--- config.mk ---
export PLATFORM = sky130hd
export DESIGN_NAME = mcs4_clk_ctrl
export DESIGN_NICKNAME = d
export VERILOG_FILES = /design/src/rtl/mcs4_clk_ctrl.sv
export SDC_FILE = /design/constraint.sdc
export NUM_CORES = 1
export LEC_CHECK = 0
export CORE_UTILIZATION = 30
export CTS_CLUSTER_SIZE = 40
export DETAILED_ROUTE_END_ITERATION = 12
export HOLD_SLACK_MARGIN = 0.03
export PLACE_DENSITY = 0.69
export SKIP_CTS_REPAIR_TIMING = 1
export SLEW_MARGIN = 20
export SYNTH_ARGS = -nofsm -noshare
export SYNTH_HDL_FRONTEND = slang
export SYNTH_SLANG_ARGS = --single-unit
export TNS_END_PERCENT = 1
--- constraint.sdc ---
create_clock -name clk -period 1.35 [get_ports clk]
set_input_delay 0.27 -clock clk [delete_from_list [all_inputs] [get_ports clk]]
set_output_delay 0.27 -clock clk [all_outputs]
set_load 0.005 [all_outputs]
--- src/rtl/mcs4_clk_ctrl.sv ---
// rtl/mcs4_clk_ctrl.sv - two-phase clock-enable generator with run/step/breakpoint control for a 4004 core
//
// Derives the 4004 phase-1/phase-2 clock enables from the system clock and
// decides when the CPU is allowed to run. The CPU can free-run, execute one
// instruction or stop at a breakpoint. It only stops on an instruction
// boundary (phase 2 of X3 with sync), so every started 4004 clock completes.
//
// Optional feature macro: MCS4_CLK_CTRL_BKPT_EN (instruction-address breakpoint).
//
// Ports:
//   clk          system clock, sole clock
//   rst          asynchronous active-high reset
//   run          level, 1 = free-run the CPU
//   step         single-cycle pulse, execute exactly one instruction
//   sync         CPU sync, marks end of X3
//   dbus[3:0]    observed data bus, used for breakpoint address capture
//   bkpt_en      breakpoint enable
//   bkpt_addr    breakpoint instruction address
//   clken_1      phase-1 clock enable to CPU/ROM/RAM
//   clken_2      phase-2 clock enable to CPU/ROM/RAM
//   running      1 whenever the controller is not halted
//   subcycle     0=A1 1=A2 2=A3 3=M1 4=M2 5=X1 6=X2 7=X3
//   sub_valid    subcycle has been aligned to an observed sync
//   instr_count  completed instructions, wraps
//   bkpt_hit     sticky breakpoint-halt flag
module mcs4_clk_ctrl #(
  parameter int unsigned CLK_DIV = 4
) (
  input  logic        clk,
  input  logic        rst,
  input  logic        run,
  input  logic        step,
  input  logic        sync,
  input  logic [3:0]  dbus,
  input  logic        bkpt_en,
  input  logic [11:0] bkpt_addr,
  output logic        clken_1,
  output logic        clken_2,
  output logic        running,
  output logic [2:0]  subcycle,
  output logic        sub_valid,
  output logic [15:0] instr_count,
  output logic        bkpt_hit
);

  localparam int unsigned DIV_W = $clog2(2 * CLK_DIV);
  localparam logic [DIV_W-1:0] DIV_LAST = DIV_W'(2 * CLK_DIV - 1);
  localparam logic [DIV_W-1:0] DIV_PH2  = DIV_W'(CLK_DIV);

  typedef enum logic [1:0] {
    HALT = 2'd0,
    RUN  = 2'd1,
    STEP = 2'd2
  } state_t;

  state_t           state;
  logic [DIV_W-1:0] div_cnt;
  logic             boundary;
  logic             bkpt_pend;
  logic             stop_now;
  logic             leave_halt;

  // Instruction boundary: phase 2 of X3, flagged by the CPU's sync.
  assign boundary   = clken_2 & sync;
  assign stop_now   = boundary & ((state == STEP) | ~run | bkpt_pend);
  assign leave_halt = (state == HALT) & (run | step);

  // Run-control FSM. The enables are computed from the pre-increment
  // divider value, so clken_1 follows div_cnt==0 and clken_2 follows
  // div_cnt==CLK_DIV by one clk; both stay low while halted.
  always_ff @(posedge clk or posedge rst) begin
    if (rst) begin
      state   <= HALT;
      running <= 1'b0;
      div_cnt <= '0;
      clken_1 <= 1'b0;
      clken_2 <= 1'b0;
    end else begin
      case (state)
        HALT: begin
          div_cnt <= '0;
          clken_1 <= 1'b0;
          clken_2 <= 1'b0;
          if (run) begin
            state   <= RUN;
            running <= 1'b1;
          end else if (step) begin
            state   <= STEP;
            running <= 1'b1;
          end
        end
        RUN, STEP: begin
          // step is deliberately not looked at here: pulses while
          // running or stepping have no effect.
          if (stop_now) begin
            state   <= HALT;
            running <= 1'b0;
            div_cnt <= '0;
            clken_1 <= 1'b0;
            clken_2 <= 1'b0;
          end else begin
            div_cnt <= (div_cnt == DIV_LAST) ? '0 : div_cnt + 1'b1;
            clken_1 <= (div_cnt == '0);
            clken_2 <= (div_cnt == DIV_PH2);
          end
        end
        default: begin
          state   <= HALT;
          running <= 1'b0;
          div_cnt <= '0;
          clken_1 <= 1'b0;
          clken_2 <= 1'b0;
        end
      endcase
    end
  end

  // Subcycle tracker and instruction counter. A boundary re-aligns the
  // subcycle to A1 regardless of where the free count had drifted.
  always_ff @(posedge clk or posedge rst) begin
    if (rst) begin
      subcycle    <= 3'd0;
      sub_valid   <= 1'b0;
      instr_count <= 16'd0;
    end else if (boundary) begin
      subcycle    <= 3'd0;
      sub_valid   <= 1'b1;
      instr_count <= instr_count + 16'd1;
    end else if (clken_2) begin
      subcycle    <= subcycle + 3'd1;
    end
  end

`ifdef MCS4_CLK_CTRL_BKPT_EN
  logic [11:0] cap_addr;
  logic        cap_hi_unused;
  logic        bkpt_hit_q;

  // The high nibble is compared straight off the bus during A3, so the
  // registered copy of it is kept only for observation.
  assign cap_hi_unused = ^cap_addr[11:8];

  always_ff @(posedge clk or posedge rst) begin
    if (rst) begin
      cap_addr   <= 12'h000;
      bkpt_pend  <= 1'b0;
      bkpt_hit_q <= 1'b0;
    end else begin
      if (clken_2) begin
        case (subcycle)
          3'd0:    cap_addr[3:0]  <= dbus;
          3'd1:    cap_addr[7:4]  <= dbus;
          3'd2:    cap_addr[11:8] <= dbus;
          default: cap_addr       <= cap_addr;
        endcase
      end
      // Pending is only armed once the subcycle count is known to be
      // aligned, otherwise the nibbles could belong to different phases.
      if (boundary)
        bkpt_pend <= 1'b0;
      else if (clken_2 && (subcycle == 3'd2) && sub_valid && bkpt_en &&
               ({dbus, cap_addr[7:0]} == bkpt_addr))
        bkpt_pend <= 1'b1;
      if (leave_halt)
        bkpt_hit_q <= 1'b0;
      else if (boundary && bkpt_pend)
        bkpt_hit_q <= 1'b1;
    end
  end

  assign bkpt_hit = bkpt_hit_q;
`else
  logic bkpt_unused;
  logic leave_unused;

  assign bkpt_unused  = ^{bkpt_en, bkpt_addr, dbus};
  assign leave_unused = leave_halt;
  assign bkpt_pend    = 1'b0;
  assign bkpt_hit     = 1'b0;
`endif

endmodule
==> metrics, run 1 <==
Rows=23; number of setup violations in the final report=1; length of the first detailed-routing pass in iterations=5; peak clock frequency supported by timing=693 MHz; top post-synthesis cells by area=sky130_fd_sc_hd__dfrtp_1 (54%), sky130_fd_sc_hd__ha_1 (6.8%), sky130_fd_sc_hd__xnor2_1 (5.4%); vias after detailed routing=941; leftover overflow at the end of global routing=0; leakage power=1.27 nW; die outline area=0.00459 sq mm; placed wire-length estimate=1980 microns; Final Max Tran Viols=0; area of the core=0.00409 sq mm; FF-to-FF End=instr_count[10]; Reg2Reg Setup Slack=-90 ps; Sink Count=28; Critical Path End=instr_count[10]; Inserted Clock Buffers=3; netlist area before placement=0.00130 sq mm; area taken by flip-flops and latches=703 sq um; data required time at the worst endpoint=1540 ps; Worst Slack Setup Final=-93.8 ps; critical setup path kind=register to register; number of distinct library cell variants in the gate-level netlist after synthesis=33; clock buffer depth=2; final core utilization=46.8%; failing checks=setup timing; Area after DPL=0.00177 sq mm; clock latency on the worst-skew pair=270 ps; post-placement worst setup slack=-357 ps; fraction of post-synthesis cell area in the top cell type by area=54.1%; startpoint types=register; post-layout minimum cycle time=1440 ps; Clock Pin Slew Worst Setup and Hold Paths=90 ps; number of nets at the end of the flow=190; clk root buf=sky130_fd_sc_hd__clkbuf_8; layout cell share with drive strength beyond 1=25.8%; count of final hold-check violations=0; wire length of the first global-routing pass=4420 microns; run status=finished with violations; Yosys warnings=0; vias in the first global route=1011; area added between synthesis and finish=47.4%; H-tree lvl count=1; setup repair after global routing missed its margin=yes; total detailed-routing wirelength=2640 microns; Die Height=67.7 microns; number of violations reported at the end of detailed-routing iteration 0=29; global placer's final weighted congestion=0.724; pin count of the biggest net entering global routing=29; largest fanout on the critical path=4; I/O pin total=46; Antenna Cells=0; number of maximum-capacitance constraint violations=0; detailed-route vias per instance=4.50; Period Utilization, post-route=107%; IR Drop Worst-Case VDD=0.797 mV; port bufs=27; fill cell instance count of the final layout=393; number of synthesized register bits=28; Final Instance Area=0.00191 sq mm; first element of the critical path=instr_count[0]; clock tree from TritonCTS=yes; launching point of the worst reg2reg path=instr_count[0]; multi-input gate area in the final layout=566 sq um; total global routing track utilization=12.9%; portion of the post-synthesis area used by sequential elements=54.1%; routed length per instance=12.6 microns; horizontal die dimension=67.7 microns; Synth Net Count=140; final antenna-violating net count=0; number of remaining DRC errors=0; most common library cell in the layout ignoring fill and taps=sky130_fd_sc_hd__dfrtp_1; Critical Path End Type=register; Min-Delay Path Class=primary input to async pin; Worst Skew=2.19 ps; Mapped Avg Cell Area=11.7 sq um; total power density per cell area=1260 mW/mm^2; most frequent cells in the layout=sky130_fd_sc_hd__dfrtp_1 (26), sky130_fd_sc_hd__dlymetal6s2s_1 (24), sky130_fd_sc_hd__buf_4 (18); antenna violations before repair=0; Mapped Cells=111; area leader, netlist=sky130_fd_sc_hd__dfrtp_1; Critical Path AT=1630 ps; FF-to-FF path depth=6; effective utilization at floorplan=31.7%
## report_power, final
part	switching (W)	internal, W
clock network	0.000247	0.000200
logic	0.000399	0.000485
registers	0.0000932	0.000980
total	0.000739	0.00167
## synth_stat cells (all sizes together)
library cell  number
nand3              6
nand3b             1
and4bb             1
xor2               7
or2                1
o21ai              4
nand2b             1
and3               2
o2111a             1
o22ai              1
nor2b              1
ha                 7
inv               11
buf                2
dfrtp             28
and4               3
nand2              7
nor3b              1
a21oi              2
nor2               6
a21boi             1
mux2               3
nand4              1
nor3               3
conb               1
xnor2              8
a32o               1
## metal layers
layer  wire [microns]  GRT usage, %  share of wire, %
met1             1190          15.2                45
met2             1310          22.9                49
met3              128          3.21               4.8
met4               16          3.72              0.61
met5                0             0                 0
## state kept, by name, summed over array words and instances, names as in the netlist
signal,count
clken_1,1
clken_2,1
div_cnt,3
instr_count,16
running,1
state,2
sub_valid,1
subcycle,3
## worst min-delay path by stage
stage,startpoint,endpoint,slack [ps],cells after the start
2_1_floorplan,rst,clken_1,340,1
3_3_place_gp,div_cnt[0],div_cnt[0],450,1
3_5_place_dp,sub_valid,sub_valid,460,1
4_1_cts,rst,div_cnt[0],320,3
5_1_grt,rst,running,360,3
6_report,rst,running,320,3
## metrics by stage
step	TNS, ps	power (W)	hold slack (ps)	instances
2_1_floorplan	0	0.00151	335	111
3_3_place_gp	-4820	0.00188	447	205
3_5_place_dp	-5720	0.00195	459	205
4_1_cts	-3370	0.00241	323	208
5_1_grt	-334	0.00259	361	209
6_report	-93.8	0.00240	320	209
## area by class of cell
| type | instances | area share, % |
|---|---|---|
| clock buffer | 3 | 2.16 |
| inverter | 11 | 2.16 |
| multi-input combinational | 70 | 29.6 |
| tap | 50 | 3.27 |
| timing repair buffer | 47 | 26.0 |
| sequential | 28 | 36.8 |
## cells by family after synthesis
group,synth area share (%)
adders and majority gates,6.76
AOI/OAI and AO/OA,5.89
and+or+nand+nor,16.1
other,0.289
muxes,2.61
DFF,54.1
buffers and inverters,4.15
xor gates and xnor gates,10.1
## critical path, stage by stage (launching register included)
cell and delay (ps):
sky130_fd_sc_hd__dfrtp_1 350, sky130_fd_sc_hd__buf_4 100, sky130_fd_sc_hd__ha_1 150, sky130_fd_sc_hd__nand3_2 70
sky130_fd_sc_hd__nor3_2 260, sky130_fd_sc_hd__and4_1 250, sky130_fd_sc_hd__xor2_1 170
Power figures use the tool's default switching activity.
==> run 2, diff against run 1 <==
Settings changed: CORE_UTILIZATION 30 to 40, PLACE_DENSITY 0.69 to 0.85.
==> metrics, run 2 (synthesis results as in run 1) <==
global placer's final weighted congestion=0.787; leakage power=1.28 nW; Period Utilization, post-route=102%; count of final hold-check violations=0; Sink Count=28; number of remaining DRC errors=0; largest register by flop count=instr_count; number of violations reported at the end of detailed-routing iteration 0=14; PnR Total Power=0.00225 W; clock tree from TritonCTS=yes; I/O pin total=46; IR Drop Worst-Case VDD=1.02 mV; data required time at the worst endpoint=1610 ps; number of flip-flops in the largest register=16; area of the core=0.00305 sq mm; effective utilization at floorplan=42.5%; Worst Slack Setup Final=-33.3 ps; antenna violations before repair=0; Worst Skew=3.80 ps; setup repair after global routing missed its margin=yes; area added between synthesis and finish=45.4%; first element of the critical path=instr_count[1]; setup TNS after final layout=-40.8 ps; startpoint types=register; registers with the most flip-flops=instr_count x16, div_cnt x3, subcycle x3; Antenna Cells=0; number of placed instances with taps included=198; Area after DPL=0.00176 sq mm; layout cell share with drive strength beyond 1=25.0%; number of setup violations in the final report=2; Min-Delay Path Class=primary input to async pin; routed length per instance=11.9 microns; failing checks=setup timing; vias after detailed routing=951; Non-Filler Instances=204; peak clock frequency supported by timing=723 MHz; length of the first detailed-routing pass in iterations=2; most frequent cells in the layout=sky130_fd_sc_hd__dfrtp_1 (27), sky130_fd_sc_hd__dlymetal6s2s_1 (23), sky130_fd_sc_hd__buf_4 (20); Final Instance Area=0.00188 sq mm; Clock Pin Slew Worst Setup and Hold Paths=140 ps; Inserted Clock Buffers=3; total power density per cell area=1190 mW/mm^2; port bufs=27; pin count of the biggest net entering global routing=29; leftover overflow at the end of global routing=0; Critical Path AT=1640 ps; Reg2Reg Setup Slack=-30 ps; detailed-route vias per instance=4.66; run status=finished with violations; placed wire-length estimate=1810 microns; H-tree lvl count=1; number of nets at the end of the flow=191; Final Max Tran Viols=0; Die Height=58.9 microns; launching point of the worst reg2reg path=instr_count[1]; largest fanout on the critical path=4; horizontal die dimension=58.9 microns; critical setup path kind=register to register; Rows=20; most common library cell in the layout ignoring fill and taps=sky130_fd_sc_hd__dfrtp_1; total detailed-routing wirelength=2430 microns; post-route worst hold slack=257 ps; post-layout minimum cycle time=1380 ps; wire length of the first global-routing pass=3880 microns; total global routing track utilization=14.9%; clock latency on the worst-skew pair=320 ps; number of maximum-capacitance constraint violations=0; vias in the first global route=944; clock buffer depth=2; final antenna-violating net count=0; clk root buf=sky130_fd_sc_hd__clkbuf_4; die outline area=0.00347 sq mm; Critical Path End Type=register
-- run 2: critical path: stages (launching register included) --
cell and delay, ps:
sky130_fd_sc_hd__dfrtp_1 380, sky130_fd_sc_hd__buf_4 110, sky130_fd_sc_hd__ha_1 140, sky130_fd_sc_hd__nand3_2 90, sky130_fd_sc_hd__nor3_4 230, sky130_fd_sc_hd__and4_1 230, sky130_fd_sc_hd__xor2_1 140
-- run 2: metal layers --
| metal | vias up | wire (microns) | GRT usage (%) |
|---|---|---|---|
| met1 | 460 | 1020 | 16.7 |
| met5 | - | 0 | 0 |
| met3 | 3 | 104 | 2.86 |
| met2 | 20 | 1270 | 27.4 |
| met4 | 0 | 30 | 6.12 |
| li1 | 468 | - | - |
-- run 2: worst paths after layout --
| kind | to | cells past startpoint |
|---|---|---|
| setup / recovery | instr_count[10] | 6 |
| hold / removal | div_cnt[1] | 3 |
| setup reg to reg | instr_count[10] | 6 |
| hold reg to reg | div_cnt[0] | 1 |
| max in group asynchronous | clken_2 | 3 |
| min in group clk | div_cnt[0] | 1 |
-- run 2: power breakdown --
group	internal [W]	switching (W)	total [W]
Clock	0.000105	0.000229	0.000334
Sequential	0.000979	0.0000815	0.00106
Combinational	0.000469	0.000385	0.000854
Total	0.00155	0.000696	0.00225
-- run 2: final cells by class --
cell class,instances,area [sq um]
clock buffer,3,22.5
fill,270,1170
inverter,11,41.3
multi-input combinational,70,566
sequential,28,702
tap,44,55.1
timing repair buffer,48,498
-- run 2: metrics by stage --
stage / util, % / worst slack, ps
2_1_floorplan: - / 27.6
5_1_grt: 61.7 / -138
6_report: 61.7 / -33.3
3_5_place_dp: 57.5 / -322
4_1_cts: 58.3 / -288
3_3_place_gp: 57.5 / -296
==> run 3, diff against run 2 <==
Settings changed: CORE_UTILIZATION 40 to 45, DONT_BUFFER_PORTS set to 1, PLACE_DENSITY 0.85 to 0.72.
==> metrics, run 3 (synthesis results as in run 1) <==
run status=complete, no violations; clock latency on the worst-skew pair=320 ps; vias after detailed routing=904; die outline area=0.00310 sq mm; Antenna Cells=0; port bufs=0; number of flip-flops in the largest register=16; IR Drop Worst-Case VDD=1.14 mV; Int Pwr=0.00159 W; fill cell instance count of the final layout=222; delay of the slowest cell on the worst path=430 ps; largest delay contributor family on the critical path=flip-flops; Reg power frac=47.1%; H-tree lvl count=1; count of final hold-check violations=0; area added between synthesis and finish=25.3%; PnR Total Power=0.00232 W; number of violations reported at the end of detailed-routing iteration 0=34; Inserted Clock Buffers=3; pin count of the biggest net entering global routing=29; cells traversed along the worst timing path=inv_2, ha_4, o21ai_4, buf_6, a32o_1; Min-Delay Path Class=primary input to register; total global routing track utilization=16.0%; setup repair after global routing missed its margin=yes; leftover overflow at the end of global routing=0; leakage power=0.851 nW; most frequent cells in the layout=sky130_fd_sc_hd__dfrtp_1 (27), sky130_fd_sc_hd__buf_4 (22), sky130_fd_sc_hd__inv_1 (9); final core utilization=59.4%; Critical Path End Type=register; Clock Pin Slew Worst Setup and Hold Paths=140 ps; post-route worst hold slack=59.3 ps; layout cell share with drive strength beyond 1=34.1%; post-placement worst setup slack=-31.6 ps; peak clock frequency supported by timing=751 MHz; Worst Slack Setup Final=17.6 ps; Net Sw Frac=31.4%; data required time at the worst endpoint=1580 ps; area of the core=0.00273 sq mm; Critical Path AT=1560 ps; effective utilization at floorplan=47.4%; number of remaining DRC errors=0; total detailed-routing wirelength=2380 microns; post-layout minimum cycle time=1330 ps; global placer's final weighted congestion=0.764; detailed-route vias per instance=5.35; Sink Count=28; standard cell with the maximum stage delay on the critical path=sky130_fd_sc_hd__dfrtp_1; length of the first detailed-routing pass in iterations=4; clock network fraction of total power=17.2%; placed wire-length estimate=1700 microns; combinational share of power=35.7%; I/O pin total=46; clock buffer depth=2; critical setup path kind=register to register; setup TNS after final layout=0 ps; startpoint types=register; largest fanout on the critical path=6; clk root buf=sky130_fd_sc_hd__clkbuf_4; clock tree from TritonCTS=yes; Period Utilization, post-route=98.7%; registers with the most flip-flops=instr_count x16, div_cnt x3, subcycle x3; number of nets at the end of the flow=168; total power density per cell area=1430 mW/mm^2; net switching power=0.000728 W; horizontal die dimension=55.7 microns; final antenna-violating net count=0; number of setup violations in the final report=0; antenna violations before repair=0; crit path buf inv count=2; Worst Skew=7.23 ps; most common library cell in the layout ignoring fill and taps=sky130_fd_sc_hd__dfrtp_1; Die Height=55.7 microns; Final Max Tran Viols=0; largest register by flop count=instr_count; routed length per instance=14.1 microns; wire length of the first global-routing pass=3880 microns; vias in the first global route=911; Rows=19; number of maximum-capacitance constraint violations=0
## run 3: changes by cell type in the layout (fill, tap and decap cells not counted), sizes merged
| cell | previous run | this run |
|---|---|---|
| buf | 21 | 23 |
| clkbuf | 3 | 4 |
| clkdlybuf4s50 | 4 | 0 |
| dlygate4sd3 | 0 | 2 |
| dlymetal6s2s | 23 | 0 |
## run 3: layout make-up
type / count / area [sq um] / share of cell area, %
Multi-Input combinational cell: 70 / 609 / 37.5
Tap cell: 31 / 38.8 / 2.39
Timing Repair Buffer: 25 / 196 / 12.1
Sequential cell: 28 / 702 / 43.2
Clock buffer: 4 / 36.3 / 2.23
Inverter: 11 / 41.3 / 2.54
## run 3: final timing paths
check                                  to  cells after the start  slack [ps]       start
setup / recovery                 state[0]                      5          20    state[1]
hold / removal                   state[1]                      2          60        step
setup reg to reg                 state[0]                      5          20    state[1]
hold reg to reg                div_cnt[0]                      1         480  div_cnt[0]
max in group asynchronous         clken_2                      3         650         rst
min in group asynchronous  instr_count[9]                      3         430         rst
## run 3: metrics by stage
step / area (sq um) / std cells
final: 1620 / 169
after global placement: 1460 / 158
after CTS: 1490 / 162
after floorplan: 1300 / 111
after global routing: 1620 / 169
after detailed placement: 1460 / 158
## run 3: per-layer routing
layer	up-vias	global-route usage [%]	routed length (microns)
met5	-	0	0
met4	0	4.64	10
met3	2	6.05	115
met2	24	27.9	1250
met1	452	18.2	1000
li1	426	-	-
## run 3: power groups by stage
stage	Combinational (W)	Clock [W]	Sequential [W]
floorplan	0.000430	0	0.00108
global placement	0.000528	0	0.00110
detailed placement	0.000571	0	0.00110
CTS	0.000577	0.000424	0.00109
global route	0.000936	0.000448	0.00111
finish	0.000828	0.000400	0.00109
